## src/rtl/regfile_scheduler_if.sv

```systemverilog
// Bundle between the register-array scheduler and its environment:
// issue/response, writeback and load write requests, and the array buses.
// The slave modport is the scheduler's view; master is the environment's.
interface regfile_scheduler_if;
  logic        iss_valid;
  logic        iss_ready;
  logic [4:0]  iss_rs1;
  logic [4:0]  iss_rs2;
  logic [4:0]  iss_rd;
  logic        iss_rd_en;
  logic        rsp_valid;
  logic [31:0] rsp_rs1_data;
  logic [31:0] rsp_rs2_data;
  logic        wb_valid;
  logic        wb_ready;
  logic [4:0]  wb_rd;
  logic [31:0] wb_data;
  logic        ld_valid;
  logic        ld_ready;
  logic [4:0]  ld_rd;
  logic [31:0] ld_data;
  logic        rf_we;
  logic [4:0]  rf_wsel;
  logic [31:0] rf_wdata;
  logic [4:0]  rf_ra;
  logic [4:0]  rf_rb;
  logic [31:0] rf_a_bus;
  logic [31:0] rf_b_bus;
  logic [31:0] busy_mask;

  modport slave (
    input  iss_valid, iss_rs1, iss_rs2, iss_rd, iss_rd_en,
    input  wb_valid, wb_rd, wb_data, ld_valid, ld_rd, ld_data,
    input  rf_a_bus, rf_b_bus,
    output iss_ready, rsp_valid, rsp_rs1_data, rsp_rs2_data,
    output wb_ready, ld_ready, rf_we, rf_wsel, rf_wdata,
    output rf_ra, rf_rb, busy_mask
  );

  modport master (
    output iss_valid, iss_rs1, iss_rs2, iss_rd, iss_rd_en,
    output wb_valid, wb_rd, wb_data, ld_valid, ld_rd, ld_data,
    output rf_a_bus, rf_b_bus,
    input  iss_ready, rsp_valid, rsp_rs1_data, rsp_rs2_data,
    input  wb_ready, ld_ready, rf_we, rf_wsel, rf_wdata,
    input  rf_ra, rf_rb, busy_mask
  );
endinterface

```

## src/rtl/regfile_scheduler.sv

```systemverilog
// Issue/writeback sequencer for a 32x32 register array: busy scoreboard,
// RAW/WAW issue stall, single write-port arbitration and one-cycle operand
// return. Optional macro REGFILE_BYPASS_EN forwards the granted write to a
// same-cycle issue instead of stalling it.
module regfile_scheduler #(
  parameter int WB_PRIORITY = 0
) (
  input logic               clk,
  input logic               reset,
  regfile_scheduler_if.slave bus
);

`ifdef REGFILE_BYPASS_EN
  localparam bit BYPASS = 1'b1;
`else
  localparam bit BYPASS = 1'b0;
`endif

  typedef enum logic {GNT_WB, GNT_LD} last_gnt_e;

  logic [31:0] busy_q, busy_d;
  last_gnt_e   last_q, last_d;
  logic        rsp_valid_q;
  logic [31:0] rsp_a_q, rsp_a_d;
  logic [31:0] rsp_b_q, rsp_b_d;

  logic        wb_gnt, ld_gnt, wr_we;
  logic [4:0]  wr_rd;
  logic [31:0] wr_data;
  logic        accept;
  logic [31:0] op_a, op_b;

  // A register is a hazard while busy; with forwarding the write granted this
  // cycle resolves it early.
  function automatic logic hazard(input logic [31:0] busy, input logic [4:0] r,
                                  input logic fwd_we, input logic [4:0] fwd_rd);
    hazard = busy[r] && (r != '0);
    if (BYPASS && fwd_we && (fwd_rd == r))
      hazard = 1'b0;
  endfunction

  // Write-port arbitration; grants depend only on valids and the last-grant pointer.
  always_comb begin
    wb_gnt = 1'b0;
    ld_gnt = 1'b0;
    if (!reset) begin
      if (WB_PRIORITY != 0) begin
        wb_gnt = bus.wb_valid;
        ld_gnt = bus.ld_valid && !bus.wb_valid;
      end else begin
        wb_gnt = bus.wb_valid && (!bus.ld_valid || (last_q == GNT_LD));
        ld_gnt = bus.ld_valid && !wb_gnt;
      end
    end
    wr_rd   = wb_gnt ? bus.wb_rd   : bus.ld_rd;
    wr_data = wb_gnt ? bus.wb_data : bus.ld_data;
    // A granted write to x0 is consumed but never reaches the array.
    wr_we   = (wb_gnt || ld_gnt) && (wr_rd != '0);
  end

  // Issue acceptance, operand selection and scoreboard / pointer next state.
  always_comb begin
    accept = bus.iss_valid && !reset
          && !hazard(busy_q, bus.iss_rs1, wr_we, wr_rd)
          && !hazard(busy_q, bus.iss_rs2, wr_we, wr_rd)
          && !(bus.iss_rd_en && hazard(busy_q, bus.iss_rd, wr_we, wr_rd));

    op_a = bus.rf_a_bus;
    op_b = bus.rf_b_bus;
    if (BYPASS && wr_we && (wr_rd == bus.iss_rs1)) op_a = wr_data;
    if (BYPASS && wr_we && (wr_rd == bus.iss_rs2)) op_b = wr_data;

    rsp_a_d = accept ? op_a : rsp_a_q;
    rsp_b_d = accept ? op_b : rsp_b_q;

    // Clear first so a same-edge reservation of the same register wins.
    busy_d = busy_q;
    if (wr_we)
      busy_d[wr_rd] = 1'b0;
    if (accept && bus.iss_rd_en)
      busy_d[bus.iss_rd] = 1'b1;
    busy_d[0] = 1'b0;

    last_d = last_q;
    if (wb_gnt)      last_d = GNT_WB;
    else if (ld_gnt) last_d = GNT_LD;
  end

  // Registered scoreboard, arbitration pointer and operand response.
  always_ff @(posedge clk) begin
    if (reset) begin
      busy_q      <= '0;
      last_q      <= GNT_LD;
      rsp_valid_q <= 1'b0;
      rsp_a_q     <= '0;
      rsp_b_q     <= '0;
    end else begin
      busy_q      <= busy_d;
      last_q      <= last_d;
      rsp_valid_q <= accept;
      rsp_a_q     <= rsp_a_d;
      rsp_b_q     <= rsp_b_d;
    end
  end

  // Output drive; array indices and write fields rest at zero when unused.
  always_comb begin
    bus.iss_ready    = accept;
    bus.wb_ready     = wb_gnt;
    bus.ld_ready     = ld_gnt;
    bus.rf_we        = wr_we;
    bus.rf_wsel      = wr_we ? wr_rd   : '0;
    bus.rf_wdata     = wr_we ? wr_data : '0;
    bus.rf_ra        = accept ? bus.iss_rs1 : '0;
    bus.rf_rb        = accept ? bus.iss_rs2 : '0;
    bus.rsp_valid    = rsp_valid_q;
    bus.rsp_rs1_data = rsp_a_q;
    bus.rsp_rs2_data = rsp_b_q;
    bus.busy_mask    = busy_q;
  end

endmodule

```

## src/flat_wrapper.sv

```systemverilog
// flat-port wrapper written by rule: the top's interface ports become plain ports
module regfile_scheduler_flat 
#(
  parameter int WB_PRIORITY = 0
)
  (clk, reset, bus_iss_valid, bus_iss_rs1, bus_iss_rs2, bus_iss_rd, bus_iss_rd_en, bus_wb_valid, bus_wb_rd, bus_wb_data, bus_ld_valid, bus_ld_rd, bus_ld_data, bus_rf_a_bus, bus_rf_b_bus, bus_iss_ready, bus_rsp_valid, bus_rsp_rs1_data, bus_rsp_rs2_data, bus_wb_ready, bus_ld_ready, bus_rf_we, bus_rf_wsel, bus_rf_wdata, bus_rf_ra, bus_rf_rb, bus_busy_mask);
  regfile_scheduler_if bus_i ();
  input logic clk;
  input logic reset;
  input wire logic [$bits(bus_i.iss_valid)-1:0] bus_iss_valid;
  input wire logic [$bits(bus_i.iss_rs1)-1:0] bus_iss_rs1;
  input wire logic [$bits(bus_i.iss_rs2)-1:0] bus_iss_rs2;
  input wire logic [$bits(bus_i.iss_rd)-1:0] bus_iss_rd;
  input wire logic [$bits(bus_i.iss_rd_en)-1:0] bus_iss_rd_en;
  input wire logic [$bits(bus_i.wb_valid)-1:0] bus_wb_valid;
  input wire logic [$bits(bus_i.wb_rd)-1:0] bus_wb_rd;
  input wire logic [$bits(bus_i.wb_data)-1:0] bus_wb_data;
  input wire logic [$bits(bus_i.ld_valid)-1:0] bus_ld_valid;
  input wire logic [$bits(bus_i.ld_rd)-1:0] bus_ld_rd;
  input wire logic [$bits(bus_i.ld_data)-1:0] bus_ld_data;
  input wire logic [$bits(bus_i.rf_a_bus)-1:0] bus_rf_a_bus;
  input wire logic [$bits(bus_i.rf_b_bus)-1:0] bus_rf_b_bus;
  output wire logic [$bits(bus_i.iss_ready)-1:0] bus_iss_ready;
  output wire logic [$bits(bus_i.rsp_valid)-1:0] bus_rsp_valid;
  output wire logic [$bits(bus_i.rsp_rs1_data)-1:0] bus_rsp_rs1_data;
  output wire logic [$bits(bus_i.rsp_rs2_data)-1:0] bus_rsp_rs2_data;
  output wire logic [$bits(bus_i.wb_ready)-1:0] bus_wb_ready;
  output wire logic [$bits(bus_i.ld_ready)-1:0] bus_ld_ready;
  output wire logic [$bits(bus_i.rf_we)-1:0] bus_rf_we;
  output wire logic [$bits(bus_i.rf_wsel)-1:0] bus_rf_wsel;
  output wire logic [$bits(bus_i.rf_wdata)-1:0] bus_rf_wdata;
  output wire logic [$bits(bus_i.rf_ra)-1:0] bus_rf_ra;
  output wire logic [$bits(bus_i.rf_rb)-1:0] bus_rf_rb;
  output wire logic [$bits(bus_i.busy_mask)-1:0] bus_busy_mask;
  assign bus_i.iss_valid = bus_iss_valid;
  assign bus_i.iss_rs1 = bus_iss_rs1;
  assign bus_i.iss_rs2 = bus_iss_rs2;
  assign bus_i.iss_rd = bus_iss_rd;
  assign bus_i.iss_rd_en = bus_iss_rd_en;
  assign bus_i.wb_valid = bus_wb_valid;
  assign bus_i.wb_rd = bus_wb_rd;
  assign bus_i.wb_data = bus_wb_data;
  assign bus_i.ld_valid = bus_ld_valid;
  assign bus_i.ld_rd = bus_ld_rd;
  assign bus_i.ld_data = bus_ld_data;
  assign bus_i.rf_a_bus = bus_rf_a_bus;
  assign bus_i.rf_b_bus = bus_rf_b_bus;
  assign bus_iss_ready = bus_i.iss_ready;
  assign bus_rsp_valid = bus_i.rsp_valid;
  assign bus_rsp_rs1_data = bus_i.rsp_rs1_data;
  assign bus_rsp_rs2_data = bus_i.rsp_rs2_data;
  assign bus_wb_ready = bus_i.wb_ready;
  assign bus_ld_ready = bus_i.ld_ready;
  assign bus_rf_we = bus_i.rf_we;
  assign bus_rf_wsel = bus_i.rf_wsel;
  assign bus_rf_wdata = bus_i.rf_wdata;
  assign bus_rf_ra = bus_i.rf_ra;
  assign bus_rf_rb = bus_i.rf_rb;
  assign bus_busy_mask = bus_i.busy_mask;
  regfile_scheduler #(.WB_PRIORITY(WB_PRIORITY)) u_core (.clk(clk), .reset(reset), .bus(bus_i));
endmodule
```

## config.mk

```make
export PLATFORM = sky130hd
export DESIGN_NAME = regfile_scheduler_flat
export DESIGN_NICKNAME = d
export VERILOG_FILES = /design/src/rtl/regfile_scheduler_if.sv /design/src/rtl/regfile_scheduler.sv /design/src/flat_wrapper.sv
export SDC_FILE = /design/constraint.sdc
export NUM_CORES = 1
export LEC_CHECK = 0
export ABC_AREA = 1
export CORE_MARGIN = 5
export CORE_UTILIZATION = 36
export CTS_CLUSTER_DIAMETER = 30
export DETAILED_ROUTE_END_ITERATION = 6
export GPL_TIMING_DRIVEN = 0
export PLACE_DENSITY_LB_ADDON = 0.3
export SYNTH_ARGS = -nofsm -noshare
export SYNTH_HDL_FRONTEND = slang
export SYNTH_SLANG_ARGS = --single-unit
```

## constraint.sdc

```tcl
create_clock -name clk -period 2.5 [get_ports clk]
set_clock_uncertainty 0.05 [all_clocks]
set_input_delay 0.625 -clock clk [delete_from_list [all_inputs] [get_ports clk]]
set_output_delay 0.625 -clock clk [all_outputs]
set_load 0.05 [all_outputs]
```

==> results of run 1 <==
==> worst min-delay path by stage <==
stage | slack, ns | to | from
after global routing | 0.43 | u_core.bus.busy_mask[1]$_SDFF_PP0_ | reset
after global placement | 0.41 | u_core.bus.rsp_rs2_data[14]$_SDFFE_PP0P_ | u_core.bus.rsp_rs2_data[14]$_SDFFE_PP0P_
final | 0.43 | u_core.bus.busy_mask[1]$_SDFF_PP0_ | reset
after detailed placement | 0.42 | u_core.bus.rsp_rs1_data[16]$_SDFFE_PP0P_ | u_core.bus.rsp_rs1_data[16]$_SDFFE_PP0P_
after floorplan | 0.42 | u_core.last_q$_SDFFE_PP1P_ | u_core.last_q$_SDFFE_PP1P_
after CTS | 0.42 | u_core.bus.busy_mask[1]$_SDFF_PP0_ | reset
==> layer usage <==
metal,part of all wire [%],GRT usage (%),vias up
li1,-,-,3759
met1,38,31.0,3460
met2,49,45.0,411
met3,10,8.77,73
met4,3.2,8.85,0
met5,0,0,-
==> area by class of cell <==
cell class	count	area share (%)
Buffer	58	4.89
Clock buffer	9	2.11
Clock inverter	7	0.574
Inverter	78	3.09
Multi-Input combinational cell	720	35.1
Sequential cell	97	18.2
Tap cell	216	2.53
Timing Repair Buffer	346	33.4
Timing Repair inverter	1	0.106
==> timing repair <==
item,CTS,global route
endpoints found under the setup margin,103,62
buffers inserted,32,4
cloned,8,1
gates resized for setup,467,37
pin swaps,24,23
==> through the flow <==
step / hold WS (ns) / area, sq um
finish: 0.430 / 10700
global route: 0.431 / 10700
CTS: 0.418 / 10500
detailed placement: 0.423 / 9600
global placement: 0.411 / 9600
floorplan: 0.425 / 6290
==> power by group <==
group,total (mW),internal (mW),switching (mW)
clock network,1.38,0.697,0.678
logic,1.97,0.810,1.16
registers,1.67,1.63,0.0445
==> flip-flops by register name (all words and copies together), names as in the netlist <==
| name | count |
|---|---|
| u_core.bus.rsp_valid | 1 |
| u_core.last_q | 1 |
| u_core.bus.rsp_rs2_data | 32 |
| u_core.bus.rsp_rs1_data | 32 |
| u_core.bus.busy_mask | 31 |
==> cell families (layout without fill, tap and decap cells) <==
kind of cell | Yosys count | in the layout | synth area share [%]
AND/OR/NAND/NOR | 563 | 563 | 40.7
AO/OA/AOI/OAI | 156 | 156 | 14.2
buffers and inverters | 137 | 499 | 11.2
flip-flops | 97 | 97 | 33.8
other | 1 | 1 | 0.0653
==> placed cells by master, fill, tap and decap left out, types with 26 or more instances in the layout <==
master	instances
a21oi_1	33
o21ai_0	54
nand2_1	246
inv_1	60
dfxtp_1	96
clkdlybuf4s50_1	232
nor2_1	175
a21oi_4	30
buf_6	59
o21ai_1	26
nand3_1	55
nand4_1	31
buf_4	28
==> run summary, run 1 <==
Status: finished with violations
Failing checks: setup timing
# H-tree levels: 3
Core ar.: 15,800 sq um
Initial antenna violation count: 0
Largest net degree at the start of global routing: 19
Setup slack at placement: -1.70 ns
Setup-failing EPs final: 49
Cell count after synthesis: 954
Max-Cap Viols: 0
Setup Crit Path Kind: primary input to primary output
Power, Total: 5.02 mW
First-pass iteration count of the detailed router: 5
Clk sinks: 97
CP endpoint: bus_rf_rb[0]
Post-synth top area cell: dfxtp_1
Drt initial violations: 633
Drt total wl: 25.7 mm
Yosys top cell area share: 33.8%
Antenna Nets Post-Route: 0
WHS Path Cells: 2
Pleak: 4.34 nW
Buf/Inv on CP: 6
CP max stage cell: nor2_4
CP endpoint kind: primary output
FF+latch area: 1940 sq um
Die height: 136 um
Dpl cells: 1,473
Setup TNS: -18.36 ns
Vias in the first global route: 7,012
Max_slew headroom: 59.4%
Yosys warnings: 0
RR Startpoint: u_core.last_q$_SDFFE_PP1P_
Ys async rst share: 0%
EDFF count, synth: 0
Crit Path Max Fanout: 5
Worst stage delay on the critical path: 0.18 ns
Top-count cell post-synth: nand2_1
Fmax achieved: 0.337 GHz
CTS tree: built
Synth-to-Final Area Change: 86.0%
Worst reg2reg endpoint: u_core.bus.busy_mask[7]$_SDFF_PP0_
Sequential area share after synthesis: 33.8%
Final core occ: 67.7%
RSZ-0062 raised after global routing: yes
Multi-input logic area: 3740 sq um
Synthesized cell area: 5740 sq um
Syn avg cell area: 6.02 sq um
Clock root cell: clkbuf_16
Worst-Skew Late Latency: 0.35 ns
Post-route DRC: 0
Grt total ovfl: 0
Clock-pin slew on the worst setup and hold paths: 0.07 ns
Top_reg_cell synth: dfxtp_1
Hold/Removal Path Class: primary input to flop
Critical Path Most Common Cell: nand2_1
First-pass GRT wire length: 38.0 mm
CP Data Required Time: 1.82 ns
Min cycle time layout: 2.97 ns
Worst-margin pin slew: 0.607 ns
# nets final: 1,470
Clk buf depth: 2
Synth area leaders: dfxtp_1, nand2_1, nor2_1
Fin cells: 1,532
Core Rows: 46
Post-synth net total: 1,113
Worst path top cell family by delay: simple AND/OR/NAND/NOR gates
Register-to-Register Path Depth: 15
FF+latch count, synth: 97
Synth cell count leaders: nand2_1, nor2_1, dfxtp_1
Initial Utilization: 36.4%
Launch point of the worst path: bus_iss_rd[0]
Max Slew Vio Count: 0
Crit path cell chain: buf_8 -> buf_8 -> buf_6 -> nand2_4 -> nand2_2 -> nand2_1 -> nand2_1 -> nand2_1 -> nand2_1 -> nor2_2 -> a21oi_2 -> nor2_4 -> nand2_4 -> buf_12 -> buf_16 -> nor2_4 -> buf_8
Die width: 136 um
I/O Buffers: 303
Hold Buf Count CTS: 0
R2R setup slack: 0.22 ns
Die area: 18,600 sq um
Layout cell share with drive strength beyond 1: 20.8%
Pwr per Cell Area: 470 nW/um^2
Routed len/inst: 16.8 um
Post-synthesis cell type count: 27
CP arrival: 2.29 ns
Routed vias: 7,703
Max rail drop VDD: 0.429 mV
Top Ports: 307
Critical path depth: 17
Vias per inst: 5.03
Fill cell count: 1,384
HPWL after DPL: 18.8 mm
Final worst slack: -0.467 ns
Final hold viol count: 0
N_diodes: 0
Total Routing Usage GR: 26.3%
Crit share post-route: 119%
Startpoint types: primary input
CTS buffer count: 9
Final GP Congestion: 0.936
Note: power is estimated with default switching activity, not from simulation.
==> run 2, diff against run 1 <==
--- a/config.mk
+++ b/config.mk
@@ -10,7 +10,6 @@
 export CORE_UTILIZATION = 36
 export CTS_CLUSTER_DIAMETER = 30
 export DETAILED_ROUTE_END_ITERATION = 6
-export GPL_TIMING_DRIVEN = 0
 export PLACE_DENSITY_LB_ADDON = 0.3
 export SYNTH_ARGS = -nofsm -noshare
 export SYNTH_HDL_FRONTEND = slang
==> run 2 against run 1 <==
The flow still finishes with violations (setup timing); global-route usage down 0.39 points; clock power grew 9%; die area unchanged; cell area up 3.2%; core utilization grew 2.1 points; first-iteration DRC count grew 10%; critical path type unchanged.
==> run summary, run 2 (same netlist as run 1, synthesis figures left out) <==
Final hold viol count: 0 (unchanged)
Vias in the first global route: 7,469 (+6.5%)
Top Ports: 307 (unchanged)
Layout cell share with drive strength beyond 1: 23.6% (+2.8 points)
CP max stage cell: a21boi_4
Multi-input logic area: 3820 sq um (+2.2%)
Initial antenna violation count: 1 (+1)
Crit Path Max Fanout: 8 (+3)
Setup-failing EPs final: 49 (unchanged)
Setup slack at placement: -0.835 ns (+0.862 ns)
Max rail drop VDD: 0.475 mV (+11%)
Die width: 136 um (unchanged)
RSZ-0062 raised after global routing: yes
Drt initial violations: 696 (+10%)
CP endpoint kind: primary output
Min cycle time layout: 2.86 ns (-0.112 ns)
Max-Cap Viols: 0 (unchanged)
Clk sinks: 97 (unchanged)
Commonest non-fill, non-tap cell in the layout: nand2_1
Crit path cell chain: buf_6 -> nand2_8 -> nand3_4 -> nor2_4 -> nor2_4 -> nand2_2 -> nor2_4 -> a21boi_4 -> inv_4 -> buf_6 -> buf_12 -> a21oi_4 -> buf_6
Routed vias: 7,669 (-0.44%)
Failing checks: setup timing
Status: finished with violations
Synth-to-Final Area Change: 91.8%
Fill cell count: 1,301 (-6.0%)
First-pass iteration count of the detailed router: 5 (unchanged)
# nets final: 1,485 (+1.0%)
Core Rows: 46 (unchanged)
Total Routing Usage GR: 25.9% (-0.39 points)
Worst-Skew Late Latency: 0.35 ns (about the same)
Clock-pin slew on the worst setup and hold paths: 0.06 ns (about the same)
Final GP Congestion: 0.939 (+0.33%)
Die height: 136 um (unchanged)
Setup TNS: -11.88 ns (+6.48 ns)
Fmax achieved: 0.350 GHz (+3.9%)
Vias per inst: 4.96 (-1.4%)
Clk buf depth: 2 (unchanged)
Clock root cell: clkbuf_16
Largest net degree at the start of global routing: 66 (+47)
Antenna Nets Post-Route: 0 (unchanged)
FF+latch area: 1950 sq um (+0.13%)
Grt total ovfl: 0 (unchanged)
Drt total wl: 24.9 mm (-3.2%)
Worst-margin pin slew: 0.582 ns (-0.0251 ns)
Initial Utilization: 36.4% (unchanged)
Setup Crit Path Kind: primary input to primary output
Startpoint types: primary input
Pwr per Cell Area: 471 nW/um^2 (+0.21%)
Final hold slack: 0.431 ns (+0.000533 ns)
CP arrival: 2.18 ns (-0.11 ns)
Post-route DRC: 0 (unchanged)
I/O Buffers: 305 (+0.66%)
Die area: 18,600 sq um (unchanged)
# H-tree levels: 3 (unchanged)
Pleak: 4.51 nW (+3.9%)
Routed len/inst: 16.1 um (-4.1%)
CP Data Required Time: 1.82 ns (about the same)
Final worst slack: -0.355 ns (+0.112 ns)
Hold Buf Count CTS: 0 (unchanged)
First-pass GRT wire length: 38.4 mm (+1.1%)
Max_slew headroom: 61.1% (+1.7 points)
CTS tree: built
Most frequent cells in the layout: nand2_1, clkdlybuf4s50_1, nor2_1
Crit share post-route: 114% (-4.5 points)
Hold/Removal Path Class: flop to flop
Max Slew Vio Count: 0 (unchanged)
CTS buffer count: 9 (unchanged)
Core ar.: 15,800 sq um (unchanged)
HPWL after DPL: 18.0 mm (-4.3%)
Worst stage delay on the critical path: 0.20 ns (+0.02 ns)
## run 2: critical path: cells and delay by family
family | cells | cell delay, ns
and+or+nand+nor | 6 | 0.58
buffers and inverters | 5 | 0.65
AOI/OAI and AO/OA | 2 | 0.33
## run 2: path summary, 6_finish.rpt
check | from | end | slack, ns | depth (start not counted)
max reg2reg | u_core.bus.busy_mask[4]$_SDFF_PP0_ | u_core.bus.rsp_rs1_data[18]$_SDFFE_PP0P_ | 0.21 | 14
max | bus_ld_valid | bus_rf_wdata[31] | -0.36 | 13
min reg2reg | u_core.bus.rsp_rs1_data[25]$_SDFFE_PP0P_ | u_core.bus.rsp_rs1_data[25]$_SDFFE_PP0P_ | 0.43 | 2
min | u_core.bus.rsp_rs1_data[25]$_SDFFE_PP0P_ | u_core.bus.rsp_rs1_data[25]$_SDFFE_PP0P_ | 0.43 | 2
## run 2: report_power, final
part	internal [mW]	leakage, nW	switching [mW]
combinational	0.835	3.57	1.17
sequential	1.63	0.791	0.0450
clock	0.903	0.152	0.610
## run 2: metal layers
metal  global-route usage [%]  routed length, um  share of wire [%]
met5                        0                  0                  0
met4                     7.45                731                2.9
met3                     8.85               2740                 11
met2                     45.7              12500                 50
met1                     29.8               8940                 36
## run 2: stage by stage
stage               cells  utilization, %  total power [mW]  cell area (sq um)
finish               1547            69.8              5.18              11000
floorplan             954               -              2.79               6290
CTS                  1544            68.9              5.18              10900
global placement     1495            62.6              3.49               9860
detailed placement   1495            62.6              3.51               9860
global route         1547            69.8              5.39              11000
## run 2: repair_timing
action	in CTS	in global routing
gates resized for setup	174	53
buffers inserted	26	5
gates cloned	9	1
pin swaps	35	25
endpoints found under the setup margin	127	113
## run 2: final cells by class
class                      instances  area share (%)
timing repair buffer             417            38.9
multi-input combinational        721            34.7
sequential                        97            17.7
inverter                          78            3.11
tap                              216            2.45
clock buffer                      11            2.20
clock inverter                     4           0.693
timing repair inverter             2           0.159
antenna                            1          0.0227
==> run 3, diff against run 2 <==
--- a/config.mk
+++ b/config.mk
@@ -6,8 +6,10 @@
 export NUM_CORES = 1
 export LEC_CHECK = 0
 export ABC_AREA = 1
+export CELL_PAD_IN_SITES_DETAIL_PLACEMENT = 0
+export CELL_PAD_IN_SITES_GLOBAL_PLACEMENT = 1
 export CORE_MARGIN = 5
-export CORE_UTILIZATION = 36
+export CORE_UTILIZATION = 23
 export CTS_CLUSTER_DIAMETER = 30
 export DETAILED_ROUTE_END_ITERATION = 6
 export PLACE_DENSITY_LB_ADDON = 0.3
==> run 3 against run 2 <==
The flow still finishes with violations (setup timing); critical path depth is 2 higher; clock power up 5%; die area is 52% higher; core utilization shrank 23 points; via count fell by 3.5%; first-iteration DRC count decreased by 36%; sequential power hardly changed; global-route usage is 8.3 points lower; clock-buffer cell count fell by 1; critical path type unchanged; critical endpoint is now bus_rf_ra[0]; largest cell class unchanged.
==> run summary, run 3 (same netlist as run 1, synthesis figures left out) <==
Status: finished with violations
Failing checks: setup timing
Routed vias: 7,404 (-3.5%)
Hold Buf Count CTS: 0 (unchanged)
Setup-failing EPs final: 53 (+8.2%)
Top Ports: 307 (unchanged)
Switching Fraction: 35.5% (+0.43 points)
Initial Utilization: 23.5% (-13 points)
Worst-margin pin slew: 0.575 ns (-0.00632 ns)
Synth-to-Final Area Change: 97.6%
CTS buffer count: 9 (unchanged)
Drt initial violations: 444 (-36%)
Clk sinks: 97 (unchanged)
Final GP Congestion: 0.837 (-11%)
First-pass iteration count of the detailed router: 5 (unchanged)
Final hold viol count: 0 (unchanged)
Crit share post-route: 112% (-2.1 points)
NetSw: 1.88 mW (+3.2%)
First-pass GRT wire length: 40.1 mm (+4.4%)
Most frequent cells in the layout: nand2_1, clkdlybuf4s50_1, nor2_1
CP arrival: 2.13 ns (-0.05 ns)
Layout cell share with drive strength beyond 1: 25.5% (+1.9 points)
Max-Cap Viols: 0 (unchanged)
Dpl cells: 1,613 (+7.9%)
# H-tree levels: 3 (unchanged)
Dpl cell area: 10,100 sq um (+2.4%)
Die area: 28,200 sq um (+52%)
Grt total ovfl: 0 (unchanged)
RSZ-0062 raised after global routing: yes
Logic pwr share: 38.5% (about the same)
Setup slack at placement: -0.840 ns (-0.00460 ns)
Max_slew headroom: 61.6% (+0.54 points)
CP endpoint kind: primary output
Fmax achieved: 0.357 GHz (+1.9%)
Largest net degree at the start of global routing: 66 (unchanged)
Flop pwr share: 31.6% (-0.6 points)
Post-route cell area: 11,300 sq um (+3.0%)
Max Slew Vio Count: 0 (unchanged)
Min cycle time layout: 2.80 ns (-0.0529 ns)
I/O Buffers: 305 (unchanged)
Startpoint types: primary input
Crit Path Max Fanout: 8 (unchanged)
Max rail drop VDD: 0.372 mV (-22%)
CP Data Required Time: 1.82 ns (about the same)
Hold/Removal Path Class: flop to flop
Cell internal pwr: 3.41 mW (+1.2%)
Die width: 168 um (+23%)
Die height: 168 um (+23%)
Drt total wl: 26.2 mm (+5.4%)
Core Rows: 57 (+24%)
Pleak: 4.62 nW (+2.3%)
Worst-Skew Late Latency: 0.35 ns (about the same)
Clock power frac: 29.9% (+0.7 points)
# nets final: 1,491 (+0.40%)
Commonest non-fill, non-tap cell in the layout: nand2_1
Setup Crit Path Kind: primary input to primary output
Total Routing Usage GR: 17.6% (-8.3 points)
Clock-pin slew on the worst setup and hold paths: 0.08 ns (+0.02 ns)
Fin cells: 1,662 (+7.4%)
Pwr per Cell Area: 466 nW/um^2 (-1.1%)
Fill cell count: 2,489 (+91%)
Core ar.: 24,500 sq um (+55%)
Routed len/inst: 15.8 um (-1.9%)
Vias per inst: 4.45 (-10%)
CTS tree: built
Clock root cell: clkbuf_16
Final worst slack: -0.302 ns (+0.0529 ns)
Antenna Nets Post-Route: 0 (unchanged)
HPWL after DPL: 19.7 mm (+9.6%)
Clk buf depth: 2 (unchanged)
Vias in the first global route: 7,240 (-3.1%)
Initial antenna violation count: 1 (unchanged)
Post-route DRC: 0 (unchanged)
[run 3: power by group through the flow]
stage	Sequential [mW]	Combinational [mW]	Clock [mW]
2_1_floorplan	1.98	0.806	0
3_3_place_gp	1.70	1.83	0
3_5_place_dp	1.70	1.83	0
4_1_cts	1.67	2.00	1.64
5_1_grt	1.68	2.16	1.70
6_report	1.67	2.03	1.58
[run 3: cell type report]
type	count	area, sq um	share of cell area [%]
inverters	78	340	3.00
repair buffers	424	4420	38.9
clock buffers	10	239	2.11
multi-input cells	721	3890	34.3
repair inverters	1	11.3	0.0993
clock inverters	6	95.1	0.838
flip-flops and latches	97	1940	17.1
well taps	324	405	3.57
diodes	1	2.50	0.0221
[run 3: path summary, 6_finish.rpt]
| check | start | endpoint | slack (ns) | cells past startpoint |
|---|---|---|---|---|
| min reg2reg | u_core.bus.rsp_rs1_data[23]$_SDFFE_PP0P_ | u_core.bus.rsp_rs1_data[23]$_SDFFE_PP0P_ | 0.43 | 2 |
| min | u_core.bus.rsp_rs1_data[23]$_SDFFE_PP0P_ | u_core.bus.rsp_rs1_data[23]$_SDFFE_PP0P_ | 0.43 | 2 |
| max | bus_iss_rd[0] | bus_rf_ra[0] | -0.30 | 15 |
| max reg2reg | u_core.last_q$_SDFFE_PP1P_ | u_core.bus.busy_mask[4]$_SDFF_PP0_ | -0.17 | 19 |
[run 3: worst max-delay path: stages]
cell,delay (ns)
buf_12,0.13
buf_12,0.13
nand2_2,0.08
o21ai_4,0.06
nand2_1,0.06
nand2_1,0.05
nand2_1,0.06
nand2_1,0.05
nor2_1,0.13
a21oi_2,0.10
nor2_4,0.14
nand2_4,0.08
buf_12,0.16
nor2_4,0.13
buf_12,0.14
[run 3: metal layers]
layer / up-vias / routed length, um / part of all wire [%] / global-route usage [%]
li1: 3805 / - / - / -
met1: 3352 / 11000 / 42 / 21.9
met2: 215 / 12800 / 49 / 29.4
met3: 32 / 2000 / 7.6 / 5.56
met4: 0 / 487 / 1.9 / 4.98
met5: - / 0 / 0 / 0
[run 3: repair_timing]
item,4_1_cts,5_1_grt
endpoints found under the setup margin,114,117
pin swaps,35,23
gates cloned,7,2
gates resized for setup,188,49
buffers inserted,22,1
[run 3: metrics by stage]
| step | hold WS [ns] | power, mW | utilization, % | setup TNS, ns |
|---|---|---|---|---|
| floorplan | 0.425 | 2.79 | - | -16.86 |
| global placement | 0.411 | 3.54 | 41.3 | -98.06 |
| detailed placement | 0.422 | 3.54 | 41.3 | -98.68 |
| CTS | 0.438 | 5.31 | 45.5 | -13.61 |
| global route | 0.458 | 5.54 | 46.4 | -18.60 |
| finish | 0.434 | 5.28 | 46.4 | -13.06 |
